## src/rtl/psum_accum.sv

```systemverilog
// ---------------------------------------------------------------------------
// psum_accum
//   Accumulates signed partial sums leaving the bottom of a MAC column across
//   several weight/input-channel tiles. Holds one accumulator per output pixel
//   and emits one saturated result per pixel on the final tile through a
//   valid/ready stream.
//
// Ports
//   clk        rising-edge clock
//   reset_n    asynchronous active-low reset
//   start      one-cycle pulse, begins a pass (only honoured in IDLE)
//   num_tiles  tiles in the pass, sampled on start (0 -> 1, >MAX_TILES clamps)
//   in_psum    signed partial sum from the MAC column
//   in_valid   in_psum valid
//   in_ready   block accepts in_psum this cycle
//   out_data   signed accumulated, saturated result
//   out_idx    pixel index of out_data
//   out_valid  out_data/out_idx valid
//   out_ready  downstream accepts
//   busy       pass in progress (ACCUM or FINAL)
//   done       one-cycle pulse after the last pixel of a pass is accepted
//
// Build option
//   PSUM_ACCUM_RELU_EN : when defined, negative final results are forced to 0
//                        after saturation.
// ---------------------------------------------------------------------------
module psum_accum #(
   parameter int psum_bw   = 16,
   parameter int DEPTH     = 16,
   parameter int MAX_TILES = 16
) (
   input  logic                         clk,
   input  logic                         reset_n,
   input  logic                         start,
   input  logic [$clog2(MAX_TILES):0]   num_tiles,
   input  logic [psum_bw-1:0]           in_psum,
   input  logic                         in_valid,
   output logic                         in_ready,
   output logic [psum_bw-1:0]           out_data,
   output logic [$clog2(DEPTH)-1:0]     out_idx,
   output logic                         out_valid,
   input  logic                         out_ready,
   output logic                         busy,
   output logic                         done
);

   localparam int NTW    = $clog2(MAX_TILES) + 1;
   localparam int PW     = $clog2(DEPTH);
   localparam int ACC_BW = psum_bw + $clog2(MAX_TILES);

   localparam logic [PW-1:0] PTR_LAST = PW'(DEPTH - 1);
   // Largest / smallest representable psum_bw value, expressed at acc width.
   localparam logic signed [ACC_BW-1:0] SAT_MAX =
      {{(ACC_BW-psum_bw+1){1'b0}}, {(psum_bw-1){1'b1}}};
   localparam logic signed [ACC_BW-1:0] SAT_MIN = ~SAT_MAX;

   typedef enum logic [1:0] {
      S_IDLE  = 2'd0,
      S_ACCUM = 2'd1,
      S_FINAL = 2'd2
   } state_t;

   state_t                     r_state;
   state_t                     w_state_next;

   logic [NTW-1:0]             r_nt;
   logic [NTW-1:0]             r_tile_cnt;
   logic [PW-1:0]              r_ptr;
   logic                       r_out_valid;
   logic [psum_bw-1:0]         r_out_data;
   logic [PW-1:0]              r_out_idx;
   logic                       r_done;

   // Accumulator bank: deliberately not reset, tile 0 overwrites every entry.
   logic signed [ACC_BW-1:0]   r_acc [DEPTH];

   logic [NTW-1:0]             w_nt_eff;
   logic [NTW-1:0]             w_tile_inc;
   logic                       w_xfer;
   logic                       w_last_px;
   logic                       w_final_xfer;
   logic signed [ACC_BW-1:0]   w_psum_ext;
   logic signed [ACC_BW-1:0]   w_acc_rd;
   logic signed [ACC_BW-1:0]   w_sum;
   logic [psum_bw-1:0]         w_sat;
   logic [psum_bw-1:0]         w_result;

   // ---------------------------------------------------------------------
   // Handshake and shared combinational terms
   // ---------------------------------------------------------------------
   // In FINAL the single-entry output register may load whenever it is empty
   // or being drained this same cycle, giving 1 result/cycle throughput.
   assign in_ready     = (r_state == S_ACCUM) ||
                         ((r_state == S_FINAL) && (!r_out_valid || out_ready));
   assign w_xfer       = in_valid && in_ready;
   assign w_last_px    = (r_ptr == PTR_LAST);
   assign w_final_xfer = w_xfer && (r_state == S_FINAL);
   assign w_tile_inc   = r_tile_cnt + NTW'(1);

   assign w_psum_ext   = {{(ACC_BW-psum_bw){in_psum[psum_bw-1]}}, in_psum};
   assign w_acc_rd     = r_acc[r_ptr];
   // Single-tile passes never wrote the bank, so bypass it.
   assign w_sum        = (r_nt == NTW'(1)) ? w_psum_ext : (w_acc_rd + w_psum_ext);

   always_comb begin
      w_nt_eff = num_tiles;
      if (num_tiles == '0) begin
         w_nt_eff = NTW'(1);
      end else if (num_tiles > NTW'(MAX_TILES)) begin
         w_nt_eff = NTW'(MAX_TILES);
      end
   end

   always_comb begin
      w_sat = w_sum[psum_bw-1:0];
      if (w_sum > SAT_MAX) begin
         w_sat = {1'b0, {(psum_bw-1){1'b1}}};
      end else if (w_sum < SAT_MIN) begin
         w_sat = {1'b1, {(psum_bw-1){1'b0}}};
      end
   end

`ifdef PSUM_ACCUM_RELU_EN
   assign w_result = w_sat[psum_bw-1] ? '0 : w_sat;
`else
   assign w_result = w_sat;
`endif

   // ---------------------------------------------------------------------
   // FSM
   // ---------------------------------------------------------------------
   always_ff @(posedge clk or negedge reset_n) begin
      if (!reset_n) begin
         r_state <= S_IDLE;
      end else begin
         r_state <= w_state_next;
      end
   end

   always_comb begin
      w_state_next = r_state;
      case (r_state)
         S_IDLE: begin
            if (start) begin
               w_state_next = (w_nt_eff > NTW'(1)) ? S_ACCUM : S_FINAL;
            end
         end
         S_ACCUM: begin
            // Leave once the last non-final tile has been fully absorbed.
            if (w_xfer && w_last_px && (w_tile_inc == (r_nt - NTW'(1)))) begin
               w_state_next = S_FINAL;
            end
         end
         S_FINAL: begin
            if (w_xfer && w_last_px) begin
               w_state_next = S_IDLE;
            end
         end
         default: w_state_next = S_IDLE;
      endcase
   end

   // ---------------------------------------------------------------------
   // Control / output registers
   // ---------------------------------------------------------------------
   always_ff @(posedge clk or negedge reset_n) begin
      if (!reset_n) begin
         r_nt        <= '0;
         r_tile_cnt  <= '0;
         r_ptr       <= '0;
         r_out_valid <= 1'b0;
         r_out_data  <= '0;
         r_out_idx   <= '0;
         r_done      <= 1'b0;
      end else begin
         r_done <= w_final_xfer && w_last_px;

         if ((r_state == S_IDLE) && start) begin
            r_nt       <= w_nt_eff;
            r_ptr      <= '0;
            r_tile_cnt <= '0;
         end else if (w_xfer) begin
            r_ptr <= w_last_px ? '0 : (r_ptr + PW'(1));
            if ((r_state == S_ACCUM) && w_last_px) begin
               r_tile_cnt <= w_tile_inc;
            end
         end

         if (w_final_xfer) begin
            r_out_valid <= 1'b1;
            r_out_data  <= w_result;
            r_out_idx   <= r_ptr;
         end else if (out_ready) begin
            r_out_valid <= 1'b0;
         end
      end
   end

   always_ff @(posedge clk) begin
      if ((r_state == S_ACCUM) && w_xfer) begin
         r_acc[r_ptr] <= (r_tile_cnt == '0) ? w_psum_ext : (w_acc_rd + w_psum_ext);
      end
   end

   assign out_valid = r_out_valid;
   assign out_data  = r_out_data;
   assign out_idx   = r_out_idx;
   assign busy      = (r_state != S_IDLE);
   assign done      = r_done;

endmodule

```

## config.mk

```make
export PLATFORM = sky130hd
export DESIGN_NAME = psum_accum
export DESIGN_NICKNAME = d
export VERILOG_FILES = /design/src/rtl/psum_accum.sv
export SDC_FILE = /design/constraint.sdc
export NUM_CORES = 1
export LEC_CHECK = 0
export ABC_AREA = 1
export BUFFER_PORTS_ARGS = -buffer_cell sky130_fd_sc_hd__buf_4
export CAP_MARGIN = 20
export CORE_AREA = 4 4 176 178
export DETAILED_ROUTE_END_ITERATION = 10
export DIE_AREA = 0 0 180 182
export PLACE_DENSITY = 0.81
export SLEW_MARGIN = 20
export SYNTH_ARGS = -nofsm -noshare
export SYNTH_HDL_FRONTEND = slang
export SYNTH_SLANG_ARGS = --single-unit
```

## constraint.sdc

```tcl
create_clock -name clk -period 10.8 [get_ports clk]
set_input_delay 1.62 -clock clk [delete_from_list [all_inputs] [get_ports clk]]
set_output_delay 1.62 -clock clk [all_outputs]
set_load 0.1 [all_outputs]
```

==> results.py <==
metrics = {
    "cells_and_area": {
        "area_growth_pct": 12.6,
        "drive_gt1_share_pct": 12.8,
        "final_nets": 1616,
        "n_antenna_cell": 0,
    },
    "critical_path": {
        "worstPathRequired_ps": 11180,
        "slowest_stage": "buf_4",
        "startpoint_type": "flip-flop",
        "r2r_cells": 21,
        "crit_chain": "inv_4 > buf_4 > o21ai_0 > o22ai_1 > nand2_1 > nand4_1 > ha_1 > fa_1 > nand2_1 > nand3_1 > nand3_1 > nand2_1 > nand2_1 > nand2_1 > nand2_1 > nand2_1 > nand3_1 > nor2_1 > nor2_2 > nor2_4 > a21oi_1",
        "end_kind": "flip-flop",
        "cp_max_fo": 97,
        "critPathMostFrequentCell": "nand2_1",
        "slowest_delay_ps": 820,
        "critPathKind": "flip-flop to flip-flop",
        "worst_ep_arrival_time_ps": 5630,
    },
    "detailed_routing": {
        "wl_per_cell_um": 20.9,
        "viasPerCell": 5.93,
        "wl_um": 41400,
        "drt_iter0_markers": 1588,
        "ant_nets": 0,
        "drt_first_pass_iters": 6,
        "drc": 0,
        "via_count": 11700,
    },
    "sta": {
        "slew_viol_final": 0,
        "fin_crit_ps": 5250,
        "fin_crit_sh_pct": 48.6,
        "holdWs_ps": 491,
        "grt_setup_unrepaired": "false",
        "worst-slew-pin-transition_ps": 1110,
        "max-slew-margin-rel_pct": 25.5,
        "skew_ps": 21.4,
        "setup_viol": 0,
        "fmax_mhz": 190,
        "fin_tns_setup_ps": 0,
        "hold_violations": 0,
    },
    "synth": {
        "syn-cell-area_um2": 16100,
        "yosys.area.top_type": "edfxtp_1",
        "synthArstFlopShare_pct": 10.6,
        "syn-num-nets": 1562,
        "netlist_top_cells_count": "320 x edfxtp_1, 289 x nand2_1, 203 x nor2_1",
        "synth_cell_types": 35,
        "yosysMostFrequentCell": "edfxtp_1",
        "ys_ff_latch": 358,
        "synthFlopType": "edfxtp_1",
        "seq_area_frac_synth_pct": 65.7,
        "ys_warn_count": 0,
        "synth_area_leaders": "edfxtp_1 60%, nand2_1 6.7%, o21ai_0 6.2%",
        "netlist_instances": 1508,
        "synth_top_area_share_pct": 59.8,
        "syn_area_per_cell_um2": 10.7,
        "synth-edff-count": 320,
    },
    "grt": {
        "grt_pass1_vias": 11100,
        "grt_pass1_wl_um": 63000,
        "grt_overflow": 0,
        "globalRouteTotalUtil_pct": 24.6,
        "antenna_found_initial": 0,
        "grt_max_degree": 98,
    },
    "clocking": {
        "root_buffer": "clkbuf_16",
        "clock_latency_ps": 530,
        "cts.reportedPaths.clkPinSlew_ps": 60,
        "ctsHoldBuffers": 0,
        "htree_levels": 2,
        "tritoncts": "done",
        "cts.sinks": 358,
        "cts-buffers-inserted": 37,
        "clockBufferDepth": 3,
        "cts_resized": 0,
        "postCtsSetupBuffers": 0,
    },
    "pwr": {
        "pwr_density_cell_nw_per_um2": 305,
        "ir_worst_vdd_v": 0.000139,
        "p_sw_uw": 2480,
        "finalPower_uw": 5530,
        "share_comb_of_total_power_pct": 47.7,
        "p_int_uw": 3050,
        "leakagePower_uw": 0.00683,
        "seq_power_share_pct": 30.8,
        "p_sw_share_pct": 44.9,
        "p_clk_share_pct": 21.4,
    },
    "placed_design": {
        "portBuffers": 49,
        "dp_hpwl_um": 24700,
        "gp_congestion": 1.03,
    },
    "floorplanning": {
        "die_h_um": 182,
        "coreArea_um2": 29400,
        "start_util_pct": 54.7,
        "die_w_um": 180,
        "dieArea_um2": 32800,
        "pin_count": 50,
        "row_count": 63,
    },
    "hold_path": {
        "min_path_cells": 2,
        "hp-class": "flip-flop to flip-flop",
    },
    "flow_run": {
        "drv_cap": 0,
    },
    "outcome": {
        "status": "complete, no violations",
    },
}
[placed cells by master, fill, tap and decap left out, types with 27 or more instances in the layout]
cell type,synthesis,layout
edfxtp_1,320,320
nand2_1,289,289
o21ai_0,199,196
nor2_1,203,187
inv_1,114,113
buf_4,0,85
o22ai_1,79,79
clkbuf_16,0,38
dfrtp_1,38,36
nand3_1,34,34
ha_1,27,27
[metal layers]
metal	global-route usage, %	wire [um]	up-vias
li1	-	-	5337
met1	33.3	15800	5597
met4	7.99	1270	0
met3	4.57	4530	90
met2	40.7	19800	713
met5	0	0	-
[kinds of logic (layout without fill, tap and decap cells)]
logic type	count (synthesis)	count (layout)	share of synthesized area [%]
and+or+nand+nor	589	589	15.1
DFF	358	358	65.7
AOI/OAI and AO/OA	319	319	10.9
buffers and inverters	191	271	4.80
adders and majority gates	28	28	2.23
xor gates and xnor gates	23	23	1.25
[path summary, 6_finish.rpt]
check	slack (ps)	startpoint	to
worst max register to register	5550	r_ptr[0]	out_data[12]
worst min register to register	490	out_idx[2]	out_idx[2]
max in group asynchronous	9380	reset_n	r_ptr[0]
worst max-delay path	5550	r_ptr[0]	out_data[12]
min in group asynchronous	1060	reset_n	r_tile_cnt[0]
worst min-delay path	490	out_idx[2]	out_idx[2]
[flip-flops by register name (all words and copies together) (netlist names)]
signal / flops
r_acc: 320
out_data: 16
r_nt: 5
r_tile_cnt: 5
out_idx: 4
r_ptr: 4
r_state: 2
done: 1
out_valid: 1
[critical path, delay by kind of cell (launching register included)]
kind | cells | cell delay (ps)
AND/OR/NAND/NOR | 14 | 1790
buffers and inverters | 2 | 1430
flip-flops | 1 | 740
AO/OA/AOI/OAI | 3 | 480
adder cells (fa/ha/maj) | 2 | 530
[through the flow]
step	instances	setup slack (ps)	area, um2	util (%)
3_5_place_dp	1912	5700	16900	57.6
3_3_place_gp	1912	5780	16900	57.6
5_1_grt	1978	5240	18100	61.5
6_report	1978	5550	18100	61.5
2_1_floorplan	1508	6730	16100	-
4_1_cts	1977	5680	18100	61.4
[cell type report]
type                       count  area [um2]
clock inverter                15         125
timing repair buffer          86         649
clock buffer                  50         996
tap                          390         488
inverter                     120         453
fill                        2222       11300
multi-input combinational    959        4810
sequential                   358       10600
[power by group through the flow]
stage	Sequential [uW]	Clock, uW	Combinational [uW]
finish	1700	1180	2640
global route	1710	1260	2890
CTS	1700	1200	2590
detailed placement	1730	0	2570
global placement	1720	0	2530
floorplan	1930	0	1740
Note: power is estimated with default switching activity, not from simulation.
